File: config.mk
export PLATFORM = sky130hd
export DESIGN_NAME = usb_rx_response_ctrl
export DESIGN_NICKNAME = d
export VERILOG_FILES = /design/src/rtl/usb_rx_response_ctrl.sv
export SDC_FILE = /design/constraint.sdc
export NUM_CORES = 1
export LEC_CHECK = 0
export CAP_MARGIN = 10
export CORE_UTILIZATION = 50
export CTS_CLUSTER_SIZE = 30
export DETAILED_ROUTE_END_ITERATION = 7
export GPL_ROUTABILITY_DRIVEN = 0
export PLACE_DENSITY = 0.75
export SLEW_MARGIN = 20
export SYNTH_ARGS = -nofsm -noshare
export SYNTH_HDL_FRONTEND = slang
export SYNTH_SLANG_ARGS = --single-unit
File: constraint.sdc
create_clock -name clock -period 2.6 [get_ports clock]
set_input_delay 0.52 -clock clock [delete_from_list [all_inputs] [get_ports clock]]
set_output_delay 0.52 -clock clock [all_outputs]
set_load 0.03 [all_outputs]
File: src/rtl/usb_rx_response_ctrl.sv
// Host-side USB receive response sequencer: supervises the decoder after a transmit, times out, retries, reports status.
// Optional macro USB_RX_RETRY_EN enables NAK/timeout retries; undefined means the first NAK or timeout ends the transaction.
module usb_rx_response_ctrl #(
    parameter int unsigned TIMEOUT_CYCLES = 255,
    parameter int unsigned MAX_RETRY      = 3
) (
    input  logic       clock,
    input  logic       reset_n,
    input  logic       start,
    input  logic       expect_data,
    input  logic       tx_done,
    input  logic       rec_start,
    input  logic       ACK_rec,
    input  logic       NAK_rec,
    input  logic       DATA0_rec,
    input  logic       load_data,
    input  logic       crc_ok,
    output logic       busy,
    output logic       bus_release,
    output logic       retry_req,
    output logic       done,
    output logic [2:0] status,
    output logic [3:0] retry_count
);

    // IDLE: wait start | WAIT_TX: packet in flight | LISTEN: await PID | RECV_DATA: await EOP | RETRY: resend | DONE: report
    typedef enum logic [2:0] {
        S_IDLE, S_WAIT_TX, S_LISTEN, S_RECV_DATA, S_RETRY, S_DONE
    } state_t;

`ifdef USB_RX_RETRY_EN
    localparam logic RETRY_EN = 1'b1;
`else
    localparam logic RETRY_EN = 1'b0;
`endif

    localparam logic [15:0] TIMER_LAST = 16'(TIMEOUT_CYCLES - 1);
    localparam logic [3:0]  RETRY_MAX  = 4'(MAX_RETRY);

    localparam logic [2:0] ST_NONE     = 3'b000;
    localparam logic [2:0] ST_ACK      = 3'b001;
    localparam logic [2:0] ST_NAK      = 3'b010;
    localparam logic [2:0] ST_DATA_OK  = 3'b011;
    localparam logic [2:0] ST_TIMEOUT  = 3'b100;
    localparam logic [2:0] ST_CRC_ERR  = 3'b101;
    localparam logic [2:0] ST_PROTOCOL = 3'b110;

    state_t      state_q, state_d;
    logic        mode_q, mode_d;
    logic        seen_q, seen_d;
    logic [15:0] timer_q, timer_d;
    logic [3:0]  count_q, count_d;
    logic [2:0]  status_q, status_d;
    logic        busy_q, bus_release_q, retry_req_q, done_q;
    logic        retry_ok;
    logic        timeout;

    always_comb begin
        state_d  = state_q;
        mode_d   = mode_q;
        seen_d   = seen_q;
        timer_d  = timer_q;
        count_d  = count_q;
        status_d = status_q;
        retry_ok = RETRY_EN && (count_q < RETRY_MAX);
        timeout  = (timer_q == TIMER_LAST) && !seen_q && !rec_start;

        case (state_q)
            S_IDLE: begin
                if (start) begin
                    mode_d   = expect_data;
                    count_d  = 4'd0;
                    status_d = ST_NONE;
                    state_d  = S_WAIT_TX;
                end
            end
            S_WAIT_TX: begin
                if (tx_done) begin
                    timer_d = 16'd0;
                    seen_d  = 1'b0;
                    state_d = S_LISTEN;
                end
            end
            S_LISTEN: begin
                if (rec_start || seen_q) begin
                    seen_d = 1'b1;
                end else begin
                    timer_d = timer_q + 16'd1;
                end
                // PIDs are checked before expiry so a PID on the last cycle wins
                if (ACK_rec && !mode_q) begin
                    status_d = ST_ACK;
                    state_d  = S_DONE;
                end else if (DATA0_rec && mode_q) begin
                    state_d = S_RECV_DATA;
                end else if (NAK_rec || (!ACK_rec && !DATA0_rec && timeout)) begin
                    if (retry_ok) begin
                        count_d = count_q + 4'd1;
                        state_d = S_RETRY;
                    end else begin
                        status_d = NAK_rec ? ST_NAK : ST_TIMEOUT;
                        state_d  = S_DONE;
                    end
                end else if (ACK_rec || DATA0_rec) begin
                    status_d = ST_PROTOCOL;
                    state_d  = S_DONE;
                end
            end
            S_RECV_DATA: begin
                if (load_data) begin
                    status_d = crc_ok ? ST_DATA_OK : ST_CRC_ERR;
                    state_d  = S_DONE;
                end
            end
            S_RETRY: state_d = S_WAIT_TX;
            S_DONE:  state_d = S_IDLE;
            default: state_d = S_IDLE;
        endcase
    end

    always_ff @(posedge clock or negedge reset_n) begin
        if (!reset_n) begin
            state_q       <= S_IDLE;
            mode_q        <= 1'b0;
            seen_q        <= 1'b0;
            timer_q       <= 16'd0;
            count_q       <= 4'd0;
            status_q      <= ST_NONE;
            busy_q        <= 1'b0;
            bus_release_q <= 1'b0;
            retry_req_q   <= 1'b0;
            done_q        <= 1'b0;
        end else begin
            state_q       <= state_d;
            mode_q        <= mode_d;
            seen_q        <= seen_d;
            timer_q       <= timer_d;
            count_q       <= count_d;
            status_q      <= status_d;
            busy_q        <= (state_d != S_IDLE);
            bus_release_q <= (state_d == S_LISTEN) || (state_d == S_RECV_DATA);
            retry_req_q   <= RETRY_EN && (state_d == S_RETRY);
            done_q        <= (state_d == S_DONE);
        end
    end

    assign busy        = busy_q;
    assign bus_release = bus_release_q;
    assign retry_req   = retry_req_q;
    assign done        = done_q;
    assign status      = status_q;
    assign retry_count = count_q;

endmodule

* Word-level counts from Yosys, hierarchy flattened *
Index checks and enable logic that the tools add are counted.

word-level totals
  output and inout bits = 11
  input port bits = 11
  bits in registers = 27
  logic and storage cells = 70

operators by class
  add/sub/neg operators = 1
  equal/unequal tests = 15
  multiplexer cells = 23
  reductions and logical operators = 23

operators with widths
  kind                                             number
  two-way mux 3 bit                                15
  two-way mux 16 bit                               2
  one-hot mux 16 bit (2 select lines)              1
  adder 16 x 1 -> 16 bit (second input constant)   1
  == test 16 x 8 -> 1 bit (second input constant)  1
  one-hot mux 3 bit (5 select lines)               1
  == test 3 x 2 -> 1 bit (second input constant)   4
  inequality test 2 bit (second input constant)    5
  one-hot mux 3 bit (3 select lines)               1
  == test 3 bit (second input constant)            2
  logical AND 1 bit                                6
  AND reduction 3 bit                              2
  nonzero test 3 bit                               2
  logical NOT 1 bit                                5
  AND reduction 5 bit                              1
  logical OR 1 bit                                 4
  inequality test 4 bit (second input constant)    1
  == test 3 x 1 -> 1 bit (second input constant)   1
  logical NOT 3 bit                                1
  inequality test 3 bit (second input constant)    1
  two-way mux 1 bit                                2
  one-hot mux 1 bit (2 select lines)               1
  AND reduction 2 bit                              1
  nonzero test 2 bit                               1

* Depth between registers and ports, before layout *
Gate-level depths: netlist of the first run.

  word-level depth = 11
  depth in mapped cells = 7
  depth with buffers taken out = 7

* Worst setup path before layout of the first run *
No wires, ideal clock.

  kind = flip-flop to flip-flop
  start = register timer_q[0]
  end = register status_q[1], in the netlist status[1]
  required time = 2475 ps
  buffers on the path = 0
  setup slack = 601 ps
  arrival time = 1874 ps
  clock period less this slack = 1999 ps
  stages on the path, launching flop included = 8
  setup time = 125 ps
  cells stage by stage = dfrtp_1 -> inv_1 -> ha_1 -> nor4b_1 -> and4_1 -> o211ai_1 -> a211oi_1 -> mux2_2

on the way
  longest elaborated chain between the ends = 9
  elaborated cells on any way between the ends = 11
  those cells by class = 2 x eq/ne; 4 x mux; 5 x reduce/logical

ends and longest elaborated chain
  element                              line  RTL
  start: declaration                   51    logic [15:0] timer_q, timer_d;
  start signal: assignment             137   timer_q <= timer_d;
  == test 16 x 8 -> 1 bit (*)          66    timeout = (timer_q == TIMER_LAST) && !seen_q && !rec_start;
  logical AND 1 bit (*) (2 in series)  66
  logical AND 1 bit (*)                96    end else if (NAK_rec || (!ACK_rec && !DATA0_rec && timeout)) begin
  logical OR 1 bit (*)                 96
  two-way mux 3 bit                    96
  two-way mux 3 bit                    94    end else if (DATA0_rec && mode_q) begin
  two-way mux 3 bit                    91    if (ACK_rec && !mode_q) begin
  one-hot mux 3 bit (3 select lines)   68    case (state_q)
  end signal: assignment               139   status_q <= status_d;
  end: declaration                     53    logic [2:0] status_q, status_d;

Mark *: on every way between the ends. The rest lies on a longest branch, timed or not. The select of a mux whose other input is x is not followed.
A chain may end at the register's enable or synchronous reset.

* Worst setup path after layout of the first run *
Ends and elaborated chain as after synthesis.

==> Implementation_results.wiki, run 1 <==
{| class="wikitable"
! Metric !! Value
|-
| Outcome || finished, final reports clean
|-
| Leak Pwr || ~0.73 nW
|-
| Slowest stage cell on the critical path || dfrtp_1
|-
| Final total power || 1.31 mW
|-
| Crit path buffers/inverters || 2
|-
| Max Transition Viols Final || 0
|-
| Dominant combinational cell family by area after synthesis || simple AND/OR/NAND/NOR gates
|-
| Max_cap viols || 0
|-
| Estimated wirelength of the detail-placed design || 2110 um
|-
| Fraction of synthesized cell area taken by the top area cell type || approximately 47%
|-
| Fraction of synthesized cell area in xor and xnor cells || under 10%
|-
| Internal || roughly 800 uW
|-
| Timing-limited maximum frequency || between 400 and 500 MHz
|-
| Top Family by Delay on Critical Path || simple AND/OR/NAND/NOR gates
|-
| Proportion of power drawn by the clock network || 13.8%
|-
| Critical Path Sink Type || flop
|-
| Clock net sink count || 27
|-
| Non-filler cells, final || approximately 200
|-
| Height of the die || 55.7 um
|-
| Mean instance size in the synthesized netlist || 9.68 sq um
|-
| Row cnt || 19
|-
| Global route overflow || 0
|-
| Setup Total Neg Slack || 0 ns
|-
| Total routed wirelength || about 2800 um
|-
| Average wire length per cell after detail routing || 14.0 um
|-
| Data required time at the worst endpoint || between 2 and 3 ns
|-
| Fillcell total || 243
|-
| Relative contribution of sequential cells to total power || ~46%
|-
| Floorplan core area || between 0.002 and 0.003 sq mm
|-
| Via/cell ratio || a little under 6
|-
| Area Growth Syn to Fin || 15.3%
|-
| Cells after DPL || between 150 and 200
|-
| Final period utilization || between 80% and 90%
|-
| Simple-gate portion of the synthesized area || between 20% and 30%
|-
| Amount of wire on met2 after detailed routing || roughly 1300 um
|-
| Total of endpoints with negative setup slack in the final report || 0
|-
| Number of global-route vias before repair || approximately 1100
|-
| Share of final-layout standard cells stronger than drive strength 1 || a little over a tenth
|-
| RSZ-0062 raised after global routing || no
|-
| Min-Delay Path Class || flop to flop
|-
| Number of antenna repair diodes || 0
|-
| Fraction of power spent switching nets || 38.7%
|-
| Cell area after synthesis || roughly 0.0014 sq mm
|-
| Skew-Pair Late Insertion Delay || around 0.32 ns
|-
| TritonCTS clock tree || done
|-
| Top cells by area in the synthesized netlist || dfrtp_1 47%, xor2_1 4.9%, nor2_1 3.6%
|-
| Synthesized instance count || around 150
|-
| Number of synthesized flops with an enable pin || 0
|-
| PostCTS Resize Cnt || 0
|-
| Post CTS Setup Buffer Count || 0
|-
| R2R Setup Slk || about 0.36 ns
|-
| Max layer used || met4
|-
| Initial core utilization || 52.8%
|-
| Number of remaining DRC errors || 0
|-
| Top library cells by usage in the layout, fill and taps aside || 27 x dfrtp_1, 16 x clkdlybuf4s50_1, 14 x nor2_1
|-
| Total area of multi-input combinational cells || a little over 700 sq um
|-
| Yosys warns || 0
|-
| Mux share of post-synthesis cell area || under 10%
|-
| Initial antenna violation count || 0
|-
| Comb power frac || about two fifths
|-
| Area share of fa/ha/maj cells after synthesis || roughly 1.7%
|-
| Worst stage delay on the critical path || 0.43 ns
|-
| Min Clock Period, post-route || between 2 and 2.5 ns
|-
| IO Pins || 22
|-
| CP Max Fanout || 3
|-
| Hold Buf Count CTS || 0
|-
| Start-to-end type of the worst setup path || flop to flop
|-
| Flip-flop and latch count after synthesis || 27
|-
| Routed vias || between 1000 and 1500
|-
| Number of nets in the layout || 182
|-
| Total global routing track utilization || 20.7%
|-
| Synthesized-area fraction occupied by ao, oa, aoi and oai cells || between 10% and 20%
|-
| CTS Root Buffer Type || clkbuf_4
|-
| Number of detailed-route iterations in the first pass || 4
|-
| Critical Path Start Type || flop
|-
| Horizontal die dimension || between 50 and 60 um
|-
| Post-synthesis cell type count || 39
|-
| Data arrival time of the worst path || ~2.5 ns
|-
| Max Buffers Root-to-Sink || 2
|-
| Most frequent standard cell in the layout excluding fill and tap cells || dfrtp_1
|-
| Peak supply drop || 773 uV
|-
| Met1 wire length || between 1000 and 1500 um
|-
| Dominant synthesized flop cell || dfrtp_1
|-
| Violation count after the first detailed-route iteration || 39
|-
| Maximum clock skew at final layout || 0.00134 ns
|-
| Sequential-to-total area share from yosys stat || between 40% and 50%
|-
| Number of H-tree levels || 1
|-
| Post-detailed-route count of antenna-violating nets || 0
|-
| Routed wl met3 || 97 um
|-
| Switching component of the power || just over 500 uW
|-
| Storage cell area || 676 sq um
|-
| Pin count of the biggest net entering global routing || 28
|-
| Die area || ~0.0031 sq mm
|-
| Global-route wire length before repair || 5070 um
|-
| Inserted Clock Buffers || 3
|-
| Core Util, Final || about three fifths
|-
| Final Hold Fails || 0
|-
| Number of port buffers || 16
|-
| Cell-by-cell listing of the critical path || inv_1 -> ha_1 -> nor4b_1 -> and4_1 -> o211ai_1 -> a211oi_1 -> buf_4 -> mux2_2
|-
| Dominant cell type by area after synthesis || dfrtp_1
|-
| Total power per unit cell area || approximately 790 mW/mm^2
|-
| Clock-pin slew reported for the worst setup and hold paths after clock tree synthesis || roughly 0.14 ns
|-
| Fraction of synthesis flops using an asynchronous set or reset pin || 100%
|}
==> synthesized netlist by cell type, types with 2 or more instances <==
master and count:
o21ai_0 10, nor2_1 14, a211oi_1 2, nor3b_2 2, or3_1 4, mux2_2 3
dfrtp_1 27, buf_4 5, nand2_1 8, xor2_1 8, nor3_1 2, a21o_1 2
inv_1 5, clkbuf_1 4, and3_1 4, nand3b_1 2, ha_1 2, nand3_1 7
and4_1 3, nand4_1 4, xnor2_1 3, nand2b_1 2, a21oi_1 10
==> flip-flops by register name (all words and copies together), names as in the netlist <==
| name | count |
|---|---|
| mode_q | 1 |
| state_q | 3 |
| busy | 1 |
| seen_q | 1 |
| done | 1 |
| status | 3 |
| timer_q | 16 |
| bus_release | 1 |
==> worst register-to-register path, stage by stage (launching register included) <==
cell,delay (ns)
dfrtp_1,0.43
inv_1,0.09
ha_1,0.14
nor4b_1,0.30
and4_1,0.28
o211ai_1,0.12
a211oi_1,0.29
buf_4,0.17
mux2_2,0.32
==> cell families after synthesis <==
group	after synthesis
AO/OA/AOI/OAI	31
XOR/XNOR	11
multiplexers	3
buffers and inverters	15
flip-flops	27
other	1
adder cells (fa/ha/maj)	2
AND/OR/NAND/NOR	59
==> path summary, 6_finish.rpt <==
| path | startpoint | to | depth (start not counted) |
|---|---|---|---|
| setup / recovery | timer_q[0]$_DFFE_PN0P_ | status[1]$_DFFE_PN0P_ | 8 |
| hold / removal | status[1]$_DFFE_PN0P_ | status[1]$_DFFE_PN0P_ | 1 |
| setup reg to reg | timer_q[0]$_DFFE_PN0P_ | status[1]$_DFFE_PN0P_ | 8 |
| hold reg to reg | status[1]$_DFFE_PN0P_ | status[1]$_DFFE_PN0P_ | 1 |
| max in group asynchronous | reset_n | status[0]$_DFFE_PN0P_ | 2 |
| min in group asynchronous | reset_n | timer_q[0]$_DFFE_PN0P_ | 2 |
==> power by group through the flow <==
| stage | Sequential (mW) | Combinational (mW) | Clock, mW |
|---|---|---|---|
| finish | 0.599 | 0.528 | 0.181 |
| CTS | 0.600 | 0.531 | 0.185 |
| detailed placement | 0.610 | 0.529 | 0 |
| floorplan | 0.631 | 0.308 | 0 |
| global placement | 0.604 | 0.519 | 0 |
| global route | 0.618 | 0.576 | 0.205 |
==> per-layer routing <==
metal,up-vias,global-route usage [%]
li1,554,-
met1,565,26.9
met2,22,34.6
met3,7,3.72
met4,0,7.86
met5,-,0
==> cell type report <==
type / count / area share [%]
Clock buffer: 4 / 1.58
Inverter: 5 / 1.13
Multi-Input combinational cell: 111 / 42.4
Sequential cell: 27 / 40.6
Tap cell: 31 / 2.33
Timing Repair Buffer: 21 / 11.9
==> through the flow <==
stage                     instance area [sq um]  worst slack, ns  hold WS [ns]
after CTS                                  1660            0.329         0.525
after detailed placement                   1640           0.0612         0.494
after global routing                       1660            0.210         0.540
final                                      1660            0.360         0.523
after floorplan                            1460            0.601         0.224
after global placement                     1640            0.123         0.493
No activity file was read; power rests on OpenSTA's default activity.
==> run 2, diff against run 1 <==
CTS_CLUSTER_DIAMETER = 60   (was default)
CTS_CLUSTER_SIZE = default   (was 30)
==> results of run 2 <==
No change in the layout: final DEF, timing and power equal those of run 1.
==> run 3, diff against run 2 <==
MAX_ROUTING_LAYER = met4   (was default)
==> results of run 3 <==
No change in the layout: final DEF, timing and power equal those of run 1.
Main changes from that run: overall routing resource usage 20.7% -> 21.3%
